<file path="src/rtl/ps2_key_ctrl.sv">
// PS/2 set-2 keyboard front end: frame deserialiser, scancode protocol FSM,
// ASCII lookup and a character FIFO with a valid/ready consumer port.
module ps2_key_ctrl #(
  parameter int FIFO_DEPTH  = 8,
  parameter int TIMEOUT_CYC = 50000
) (
  input  logic       clk,
  input  logic       clrn,
  input  logic       ps2_clk,
  input  logic       ps2_data,
  input  logic       ascii_rdy,
  output logic       ascii_valid,
  output logic [7:0] ascii_out,
  output logic       key_down,
  output logic [7:0] last_code,
  output logic [7:0] press_cnt,
  output logic       overflow,
  output logic       frame_err
);
  localparam int AW = (FIFO_DEPTH > 1) ? $clog2(FIFO_DEPTH) : 1;
  localparam int TW = $clog2(TIMEOUT_CYC + 1);

  typedef enum logic [1:0] {IDLE, BRK, EXT, EXT_BRK} state_t;

  logic [2:0]    clk_sync;
  logic [1:0]    data_sync;
  logic          ps2_fall;
  logic          ps2_bit;
  logic [3:0]    bit_cnt;
  logic [9:0]    frame_sh;
  logic [TW-1:0] idle_cnt;
  logic          code_vld;
  logic [7:0]    code;

  // Sync flops idle high so that reset release never fakes a falling edge.
  always_ff @(posedge clk or negedge clrn) begin
    if (!clrn) begin
      clk_sync  <= 3'b111;
      data_sync <= 2'b11;
    end else begin
      clk_sync  <= {clk_sync[1:0], ps2_clk};
      data_sync <= {data_sync[0], ps2_data};
    end
  end

  assign ps2_fall = clk_sync[2] & ~clk_sync[1];
  assign ps2_bit  = data_sync[1];

  // After ten shifts: [0]=start, [8:1]=data, [9]=parity; the stop bit is live.
  always_ff @(posedge clk or negedge clrn) begin
    if (!clrn) begin
      bit_cnt   <= 4'd0;
      frame_sh  <= 10'd0;
      idle_cnt  <= '0;
      code_vld  <= 1'b0;
      code      <= 8'h00;
      frame_err <= 1'b0;
    end else begin
      code_vld  <= 1'b0;
      frame_err <= 1'b0;
      if (ps2_fall) begin
        idle_cnt <= '0;
        if (bit_cnt == 4'd10) begin
          bit_cnt <= 4'd0;
          if (!frame_sh[0] && ps2_bit && (^frame_sh[9:1])) begin
            code_vld <= 1'b1;
            code     <= frame_sh[8:1];
          end else begin
            frame_err <= 1'b1;
          end
        end else begin
          frame_sh <= {ps2_bit, frame_sh[9:1]};
          bit_cnt  <= bit_cnt + 4'd1;
        end
      end else if (bit_cnt != 4'd0) begin
        if (idle_cnt == TW'(TIMEOUT_CYC - 1)) begin
          idle_cnt  <= '0;
          bit_cnt   <= 4'd0;
          frame_err <= 1'b1;
        end else begin
          idle_cnt <= idle_cnt + TW'(1);
        end
      end else begin
        idle_cnt <= '0;
      end
    end
  end

  logic       map_hit;
  logic [7:0] map_char;
  logic [7:0] ascii;
  logic       shift_key;

  always_comb begin
    map_hit  = 1'b1;
    map_char = 8'h00;
    case (code)
      8'h1C: map_char = 8'h61;  8'h32: map_char = 8'h62;  8'h21: map_char = 8'h63;
      8'h23: map_char = 8'h64;  8'h24: map_char = 8'h65;  8'h2B: map_char = 8'h66;
      8'h34: map_char = 8'h67;  8'h33: map_char = 8'h68;  8'h43: map_char = 8'h69;
      8'h3B: map_char = 8'h6A;  8'h42: map_char = 8'h6B;  8'h4B: map_char = 8'h6C;
      8'h3A: map_char = 8'h6D;  8'h31: map_char = 8'h6E;  8'h44: map_char = 8'h6F;
      8'h4D: map_char = 8'h70;  8'h15: map_char = 8'h71;  8'h2D: map_char = 8'h72;
      8'h1B: map_char = 8'h73;  8'h2C: map_char = 8'h74;  8'h3C: map_char = 8'h75;
      8'h2A: map_char = 8'h76;  8'h1D: map_char = 8'h77;  8'h22: map_char = 8'h78;
      8'h35: map_char = 8'h79;  8'h1A: map_char = 8'h7A;
      8'h45: map_char = 8'h30;  8'h16: map_char = 8'h31;  8'h1E: map_char = 8'h32;
      8'h26: map_char = 8'h33;  8'h25: map_char = 8'h34;  8'h2E: map_char = 8'h35;
      8'h36: map_char = 8'h36;  8'h3D: map_char = 8'h37;  8'h3E: map_char = 8'h38;
      8'h46: map_char = 8'h39;
      default: map_hit = 1'b0;
    endcase
  end

  state_t     state, state_next;
  logic       shift, shift_next;
  logic       key_down_next;
  logic [7:0] held, held_next;
  logic [7:0] last_code_next;
  logic [7:0] press_cnt_next;
  logic       push;

  // Letters carry bit 6 set; digits do not, so only letters are shifted.
  assign ascii     = (map_char[6] && shift) ? (map_char - 8'h20) : map_char;
  assign shift_key = (code == 8'h12) || (code == 8'h59);

  always_ff @(posedge clk or negedge clrn) begin
    if (!clrn) begin
      state     <= IDLE;
      shift     <= 1'b0;
      key_down  <= 1'b0;
      held      <= 8'h00;
      last_code <= 8'h00;
      press_cnt <= 8'h00;
    end else begin
      state     <= state_next;
      shift     <= shift_next;
      key_down  <= key_down_next;
      held      <= held_next;
      last_code <= last_code_next;
      press_cnt <= press_cnt_next;
    end
  end

  always_comb begin
    state_next     = state;
    shift_next     = shift;
    key_down_next  = key_down;
    held_next      = held;
    last_code_next = last_code;
    press_cnt_next = press_cnt;
    push           = 1'b0;
    if (code_vld) begin
      case (state)
        IDLE: begin
          if (code == 8'hF0) begin
            state_next = BRK;
          end else if (code == 8'hE0) begin
            state_next = EXT;
          end else if (shift_key) begin
            shift_next = 1'b1;
          end else begin
            last_code_next = code;
            if (map_hit) begin
              push = 1'b1;
              // A repeat of the held key is typematic: it pushes but is not a new press.
              if (!key_down || code != held) begin
                press_cnt_next = press_cnt + 8'd1;
                held_next      = code;
                key_down_next  = 1'b1;
              end
            end
          end
        end
        BRK: begin
          state_next = IDLE;
          if (shift_key) shift_next = 1'b0;
          else if (code == held) key_down_next = 1'b0;
        end
        EXT:     state_next = (code == 8'hF0) ? EXT_BRK : IDLE;
        EXT_BRK: state_next = IDLE;
        default: state_next = IDLE;
      endcase
    end
  end

  logic [7:0]  mem [FIFO_DEPTH];
  logic [AW:0] wr_ptr, rd_ptr, rd_next;
  logic        empty, full, pop, wr_en;

  assign empty       = (wr_ptr == rd_ptr);
  assign full        = (wr_ptr[AW] != rd_ptr[AW]) && (wr_ptr[AW-1:0] == rd_ptr[AW-1:0]);
  assign pop         = !empty && ascii_rdy;
  assign wr_en       = push && (!full || pop);
  assign rd_next     = rd_ptr + {{AW{1'b0}}, pop};
  assign ascii_valid = !empty;

  always_ff @(posedge clk) begin
    if (wr_en) mem[wr_ptr[AW-1:0]] <= ascii;
  end

  // The head register bypasses the write when the new entry becomes the head.
  always_ff @(posedge clk or negedge clrn) begin
    if (!clrn) begin
      wr_ptr    <= '0;
      rd_ptr    <= '0;
      ascii_out <= 8'h00;
      overflow  <= 1'b0;
    end else begin
      rd_ptr <= rd_next;
      if (wr_en) wr_ptr <= wr_ptr + {{AW{1'b0}}, 1'b1};
      if (push && full && !pop) overflow <= 1'b1;
      if (wr_en && (wr_ptr == rd_next)) ascii_out <= ascii;
      else if (pop || wr_en) ascii_out <= mem[rd_next[AW-1:0]];
    end
  end

endmodule

</file>
<file path="config.mk">
export PLATFORM = sky130hd
export DESIGN_NAME = ps2_key_ctrl
export DESIGN_NICKNAME = d
export VERILOG_FILES = /design/src/rtl/ps2_key_ctrl.sv
export SDC_FILE = /design/constraint.sdc
export NUM_CORES = 1
export LEC_CHECK = 0
export CORE_AREA = 2 2 115 117
export DETAILED_ROUTE_END_ITERATION = 12
export DIE_AREA = 0 0 117 119
export GPL_TIMING_DRIVEN = 0
export PLACE_DENSITY = 0.89
export SLEW_MARGIN = 0
export SYNTH_ARGS = -nofsm -noshare
export SYNTH_HDL_FRONTEND = slang
export SYNTH_SLANG_ARGS = --single-unit
</file>
<file path="constraint.sdc">
create_clock -name clk -period 4.8 [get_ports clk]
set_input_delay 0.72 -clock clk [delete_from_list [all_inputs] [get_ports clk]]
set_output_delay 0.72 -clock clk [all_outputs]
set_load 0.05 [all_outputs]
</file>
# Yosys cells after proc, flatten, opt, wreduce, memory -nomap -nowiden
# Memory sizes are Yosys's and may differ from the RTL's.
# Index checks and enable logic that the tools add are counted.
dict set report totals {
  register_bits 90
  mem_bits_rw 64
  input_bits 5
  output_inout_bits 28
  wordCells 172
  memories 1
}
# name words width rd rd_ports_with_merged_regs write_ports line_no
set memory_table {}
lappend memory_table {mem 8 8 1 0 1 187} ;# logic [7:0] mem [FIFO_DEPTH];
dict set report classes {
  add_sub_neg 6
  eq_ne 61
  muxes 45
  bitwise 6
  n_reduce_logical 35
}
# cell n
set op_table {}
lappend op_table {{case mux 7 bit (36 select lines)} 1}
lappend op_table {{equality test 8 x 6 -> 1 bit, second input constant} 22}
lappend op_table {{equality test 8 x 5 -> 1 bit, second input constant} 8}
lappend op_table {{equality test 8 x 7 -> 1 bit, second input constant} 8}
lappend op_table {{two-way mux 16 bit} 3}
lappend op_table {{OR reduction 36 bit} 1}
lappend op_table {{two-way mux 1 bit} 28}
lappend op_table {{two-way mux 8 bit} 3}
lappend op_table {{inequality test 2 bit, second input constant} 9}
lappend op_table {{adder 16 x 1 -> 16 bit, second input constant} 1}
lappend op_table {{equality test 16 bit, second input constant} 1}
lappend op_table {{equality test 8 bit, second input constant} 2}
lappend op_table {{two-way mux 4 bit} 4}
lappend op_table {{logical AND 1 bit} 9}
lappend op_table {{AND reduction 9 bit} 1}
lappend op_table {{parity 9 bit} 1}
lappend op_table {{adder 4 x 1 -> 4 bit, second input constant} 2}
lappend op_table {{adder 8 x 1 -> 8 bit, second input constant} 1}
lappend op_table {{equality test 4 bit} 2}
lappend op_table {{equality test 8 bit} 1}
lappend op_table {{inequality test 8 bit} 1}
lappend op_table {{nonzero test 2 bit} 4}
lappend op_table {{subtractor 8 x 6 -> 8 bit, second input constant} 1}
lappend op_table {{AND reduction 7 bit} 1}
lappend op_table {{21 further kinds} 38}

# Logic depth before layout (Yosys ltp)
dict set report depth {
  depth_word 13
  depth_mapped 15
  ltp_nobuf 13
}

# Least setup slack after synthesis
# Ideal clock, no wire load.
dict set report synth_timing {
  kind {reg2reg}
  from {register wr_ptr[0]}
  to {register ascii_out[5]}
  setup_ns 0.125
  t_arrival_ns 3.992
  required_time_ns 4.675
  setup_slack_ns 0.683
  path_stages_with_launch 13
  n_path_buf 3
  synth_period_minus_slack_ns 4.117
  path_cell_list {dfrtp_1 > clkbuf_1 > xnor2_1 > nand4_1 > nand2_1 > inv_1 > ha_1 > clkbuf_1 > buf_1 > mux4_2 > mux2i_1 > mux2i_1 > mux2_4}
}
dict set report synth_between {
  elab_chain_len 7
  elab_cells_between_ends 16
  cone_classes {add/sub (1); eq/ne (3); mux (2); reduce/logical (9); memory (1)}
}
# element line_no
set synth_lines {}
lappend synth_lines {{start: declaration} 188} ;# logic [AW:0] wr_ptr, rd_ptr, rd_next;
lappend synth_lines {{start signal: assignment} 211} ;# if (wr_en) wr_ptr <= wr_ptr + {{AW{1'b0}}, 1'b1};
lappend synth_lines {{equality test 4 bit *} 191} ;# assign empty = (wr_ptr == rd_ptr);
lappend synth_lines {{logical NOT 1 bit *} n/a}
lappend synth_lines {{named net ascii_valid} 12} ;# output logic ascii_valid,
lappend synth_lines {{logical AND 1 bit *} 193} ;# assign pop = !empty && ascii_rdy;
lappend synth_lines {{adder 4 x 1 -> 4 bit *} 195} ;# assign rd_next = rd_ptr + {{AW{1'b0}}, pop};
lappend synth_lines {{named net rd_next[0]} 188}
lappend synth_lines {{memory (8 x 8 bit) or equality test 4 bit (tied branches)} n/a}
lappend synth_lines {{two-way mux 8 bit or logical AND 1 bit (tied branches)} {214, 213}}
lappend synth_lines {{two-way mux 8 bit or nonzero test 2 bit (tied branches)} n/a}
lappend synth_lines {{end signal: assignment} 213} ;# if (wr_en && (wr_ptr == rd_next)) ascii_out <= ascii;
lappend synth_lines {{end signal: assignment} 214} ;# else if (pop || wr_en) ascii_out <= mem[rd_next[AW-1:0]];
lappend synth_lines {{end: declaration} 13} ;# output logic [7:0] ascii_out,
# The timed path passes the listed nets; every way through them passes the cells marked *. The select of a mux whose other input is x is not followed.
# A chain may end at the register's enable or synchronous reset.

# Worst setup path after layout
dict set report layout_timing {
  from {register wr_ptr[1]}
  to {register ascii_out[7]}
}
dict set report layout_between {
  elab_chain_len 7
  elab_cells_between_ends 16
  cone_classes {add/sub (1); eq/ne (3); mux (2); reduce/logical (9); memory (1)}
}
# element line_no
set layout_lines {}
lappend layout_lines {{equality test 4 bit *} 191}
lappend layout_lines {{logical NOT 1 bit *} 193}
lappend layout_lines {{logical AND 1 bit *} 193}
lappend layout_lines {{adder 4 x 1 -> 4 bit *} 195}
lappend layout_lines {{named net rd_next[0]} 188}
lappend layout_lines {{memory (8 x 8 bit) or equality test 4 bit (tied branches)} n/a}
lappend layout_lines {{two-way mux 8 bit or logical AND 1 bit (tied branches)} {214, 213}}
lappend layout_lines {{two-way mux 8 bit or nonzero test 2 bit (tied branches)} n/a}
# Marks and branches as above.

==> summary.md <==
| Metric | Value |
|---|---|
| Max VDD drop | between 0.0003 and 0.0004 V |
| CP max FO | 10 |
| Final worst path period share | roughly 90% |
| Die width | around 120 um |
| Die area | about 14,000 um2 |
| Final core utilization | between 60% and 70% |
| Largest cells by area after synthesis | dfrtp_1 29%, edfxtp_1 26%, mux4_2 4.9%, xnor2_1 4.5%, nand2_1 3.6% |
| Crit end category | flip-flop |
| Ratio of cells with drive above 1 in the final layout | between 10 and 15% |
| DP Area | 8060 um2 |
| Antenna Cells | 0 |
| Seq/Total Area, Yosys | 56.4% |
| Hold Vio Cnt, Final | 0 |
| CP Class | reg2reg |
| Worst hold path type | in2async |
| Final Max Slew Viols | 0 |
| Number of synthesized flops with an enable pin | 64 |
| H-tree depth | 4 |
| Drt total wl | 15,900 um |
| LEAKAGE | ~3.4 nW |
| Vias in the first global route | 5,231 |
| DRC Markers | 0 |
| CTS Root Cell | clkbuf_16 |
| CTS sink cnt | approximately 150 |
| Max cap viols | 0 |
| WP data required | slightly above 5 ns |
| Post-CTS Setup Bufs | 0 |
| Initial Utilization | between 50% and 60% |
| Clock-pin slew on the worst setup and hold paths | 0.06 ns |
| TNS Setup | 0 ns |
| Clock skew | approximately 0.0069 ns |
| Max_slew headroom | a little under a third |
| Clk_lat worst skew | roughly 0.42 ns |
| Layout fillers | 936 |
| Post-synth ARST share | about three fifths |
| Final #Nets | between 600 and 700 |
| DRT Pass-1 Iters | 5 |
| Initial antenna violation count | 0 |
| CTS Buffer Depth | 2 |
| DPL Wire Length | roughly 11,000 um |
| Die Span Y | ~120 um |
| Worst path arrival time | around 4.6 ns |
| CORE AREA | ~13,000 um2 |
| Cell type with the highest aggregate area in the netlist | dfrtp_1 |
| Unrepaired setup endpoints after global routing | no |
| Pin count of the biggest net entering global routing | 61 |
| GRT Util Overall | about a quarter |
| Register bit total from synthesis | approximately 150 |
| Reg area | 4180 um2 |
| CP Launch Type | flip-flop |
| Post-DR vias/cell | 5.88 |
| Congestion Overflow GR | 0 |
| Final setup violating endpoints | 0 |
| DRT iter0 DRCs | roughly 490 |
| Design area | between 8000 and 9000 um2 |
| Post-layout min period | between 4 and 5 ns |
| Ys Warns | 0 |
| First-pass GRT wire length | 26,000 um |
| # rows | between 40 and 50 |
| Cell count after synthesis | 615 |
| CTS tree | done |
| Status | complete, no violations |
| Mean Syn Cell Area | roughly 12 um2 |
| Max Clk Rate | 235 MHz |
| Cell variety after synth | 70 |
| Worst-margin pin slew | roughly 1 ns |
| DR WL/cell | approximately 18 um |
| Vias | 5,097 |
| Num CTS Buffers | 17 |
| Final GP Congestion | about 0.86 |
| IO Port Bufs | 32 |
| Mapped cell area | about 7400 um2 |
| Area of the multi-input gates | about 3100 um2 |
| Antenna Violating Nets Remaining | 0 |
| Yosys top cell area share | 28.7% |
| Post-CTS Hold Buffers | 0 |
| IO Pins | 33 |
| Synthesis-to-layout area growth | 16.4% |
| Power Density | about 420 nW/um2 |
| Synth Flop Type | dfrtp_1 |
| PostCTS Resize Cnt | 0 |
-- layout make-up --
type | instances | area share [%]
buffer | 30 | 1.57
clock inverter | 13 | 1.41
clock buffer | 19 | 5.02
multi-input combinational | 416 | 35.7
sequential | 154 | 48.5
tap | 176 | 2.55
timing repair buffer | 37 | 4.35
inverter | 22 | 0.958
-- placed cells by master, fill, tap and decap left out, drive strengths merged, types with 14 or more instances in the layout --
cell type / instances
dfrtp: 85
nand2: 72
edfxtp: 64
xnor2: 38
nor2: 35
clkbuf: 35
clkdlybuf4s50: 31
mux2: 27
inv: 25
o21ai: 23
buf: 20
nand3: 19
mux4: 16
nor3: 16
mux2i: 14
-- sequential cells by signal, indices dropped and copies added, names as in the netlist, 3 cells and up --
register   flops
held           8
frame_sh      10
press_cnt      8
mem           64
ascii_out      8
last_code      8
rd_ptr         4
wr_ptr         4
bit_cnt        4
code           8
idle_cnt      16
clk_sync       3
-- critical path, stage by stage, from the launching register on --
cell      delay, ns
dfrtp_1        0.34
buf_1          0.46
xnor2_1        0.21
nand4_1        0.14
nand2_1        0.16
inv_1          0.06
ha_1           0.29
clkbuf_1       0.55
buf_1          0.69
mux4_2         0.60
mux2i_1        0.25
a21oi_1        0.09
mux2_4         0.28
-- power by group --
| group | switching [mW] | internal, mW | leakage [nW] |
|---|---|---|---|
| Sequential | 0.0897 | 1.46 | 1.68 |
| Combinational | 0.492 | 0.357 | 1.45 |
| Clock | 0.530 | 0.717 | 0.270 |
| Total | 1.11 | 2.54 | 3.40 |
-- synth_stat cells, drive strengths merged (11+ instances only) --
library cell,number
dfrtp,85
nand2,72
edfxtp,64
xnor2,38
nor2,35
mux2,27
o21ai,23
inv,22
nand3,19
clkbuf,16
mux4,16
nor3,16
buf,14
mux2i,14
nand4,12
xor2,12
a21oi,11
and3,11
-- final timing paths --
check	cells after the start	startpoint	to	slack (ns)
max	12	wr_ptr[1]	ascii_out[7]	0.55
min in group clk	0	clk_sync[0]	clk_sync[1]	0.36
max in group asynchronous	2	clrn	data_sync[1]	3.91
min	1	clrn	idle_cnt[2]	0.25
min reg2reg	0	clk_sync[0]	clk_sync[1]	0.36
max reg2reg	12	wr_ptr[1]	ascii_out[7]	0.55
-- cell families (layout without fill, tap and decap cells) --
logic type | Yosys count | count (layout) | share of synthesized area [%]
and+or+nand+nor | 227 | 227 | 15.9
DFF | 154 | 154 | 56.4
AOI/OAI and AO/OA | 66 | 66 | 6.30
muxes | 57 | 57 | 11.1
buffers and inverters | 52 | 121 | 2.94
xor gates and xnor gates | 50 | 50 | 5.91
adders and majority gates | 8 | 8 | 1.35
other | 1 | 8 | 0.0506
-- routing by layer --
metal  track usage, %  wire [um]  up-vias
li1                 -          -     2350
met4             10.1        440        0
met5                0          0        -
met2             41.5       8250      174
met1             30.4       6460     2532
met3             6.31        783       41
-- stage by stage --
| stage | hold WS, ns | setup slack [ns] | power [mW] | cells |
|---|---|---|---|---|
| finish | 0.250 | 0.551 | 3.65 | 867 |
| global route | 0.276 | 0.191 | 3.80 | 867 |
| CTS | 0.251 | 0.512 | 3.67 | 867 |
| detailed placement | 0.347 | 0.504 | 2.42 | 835 |
| global placement | 0.345 | -0.227 | 2.38 | 830 |
| floorplan | 0.345 | 0.683 | 2.18 | 622 |
Note: power is estimated with default switching activity, not from simulation.
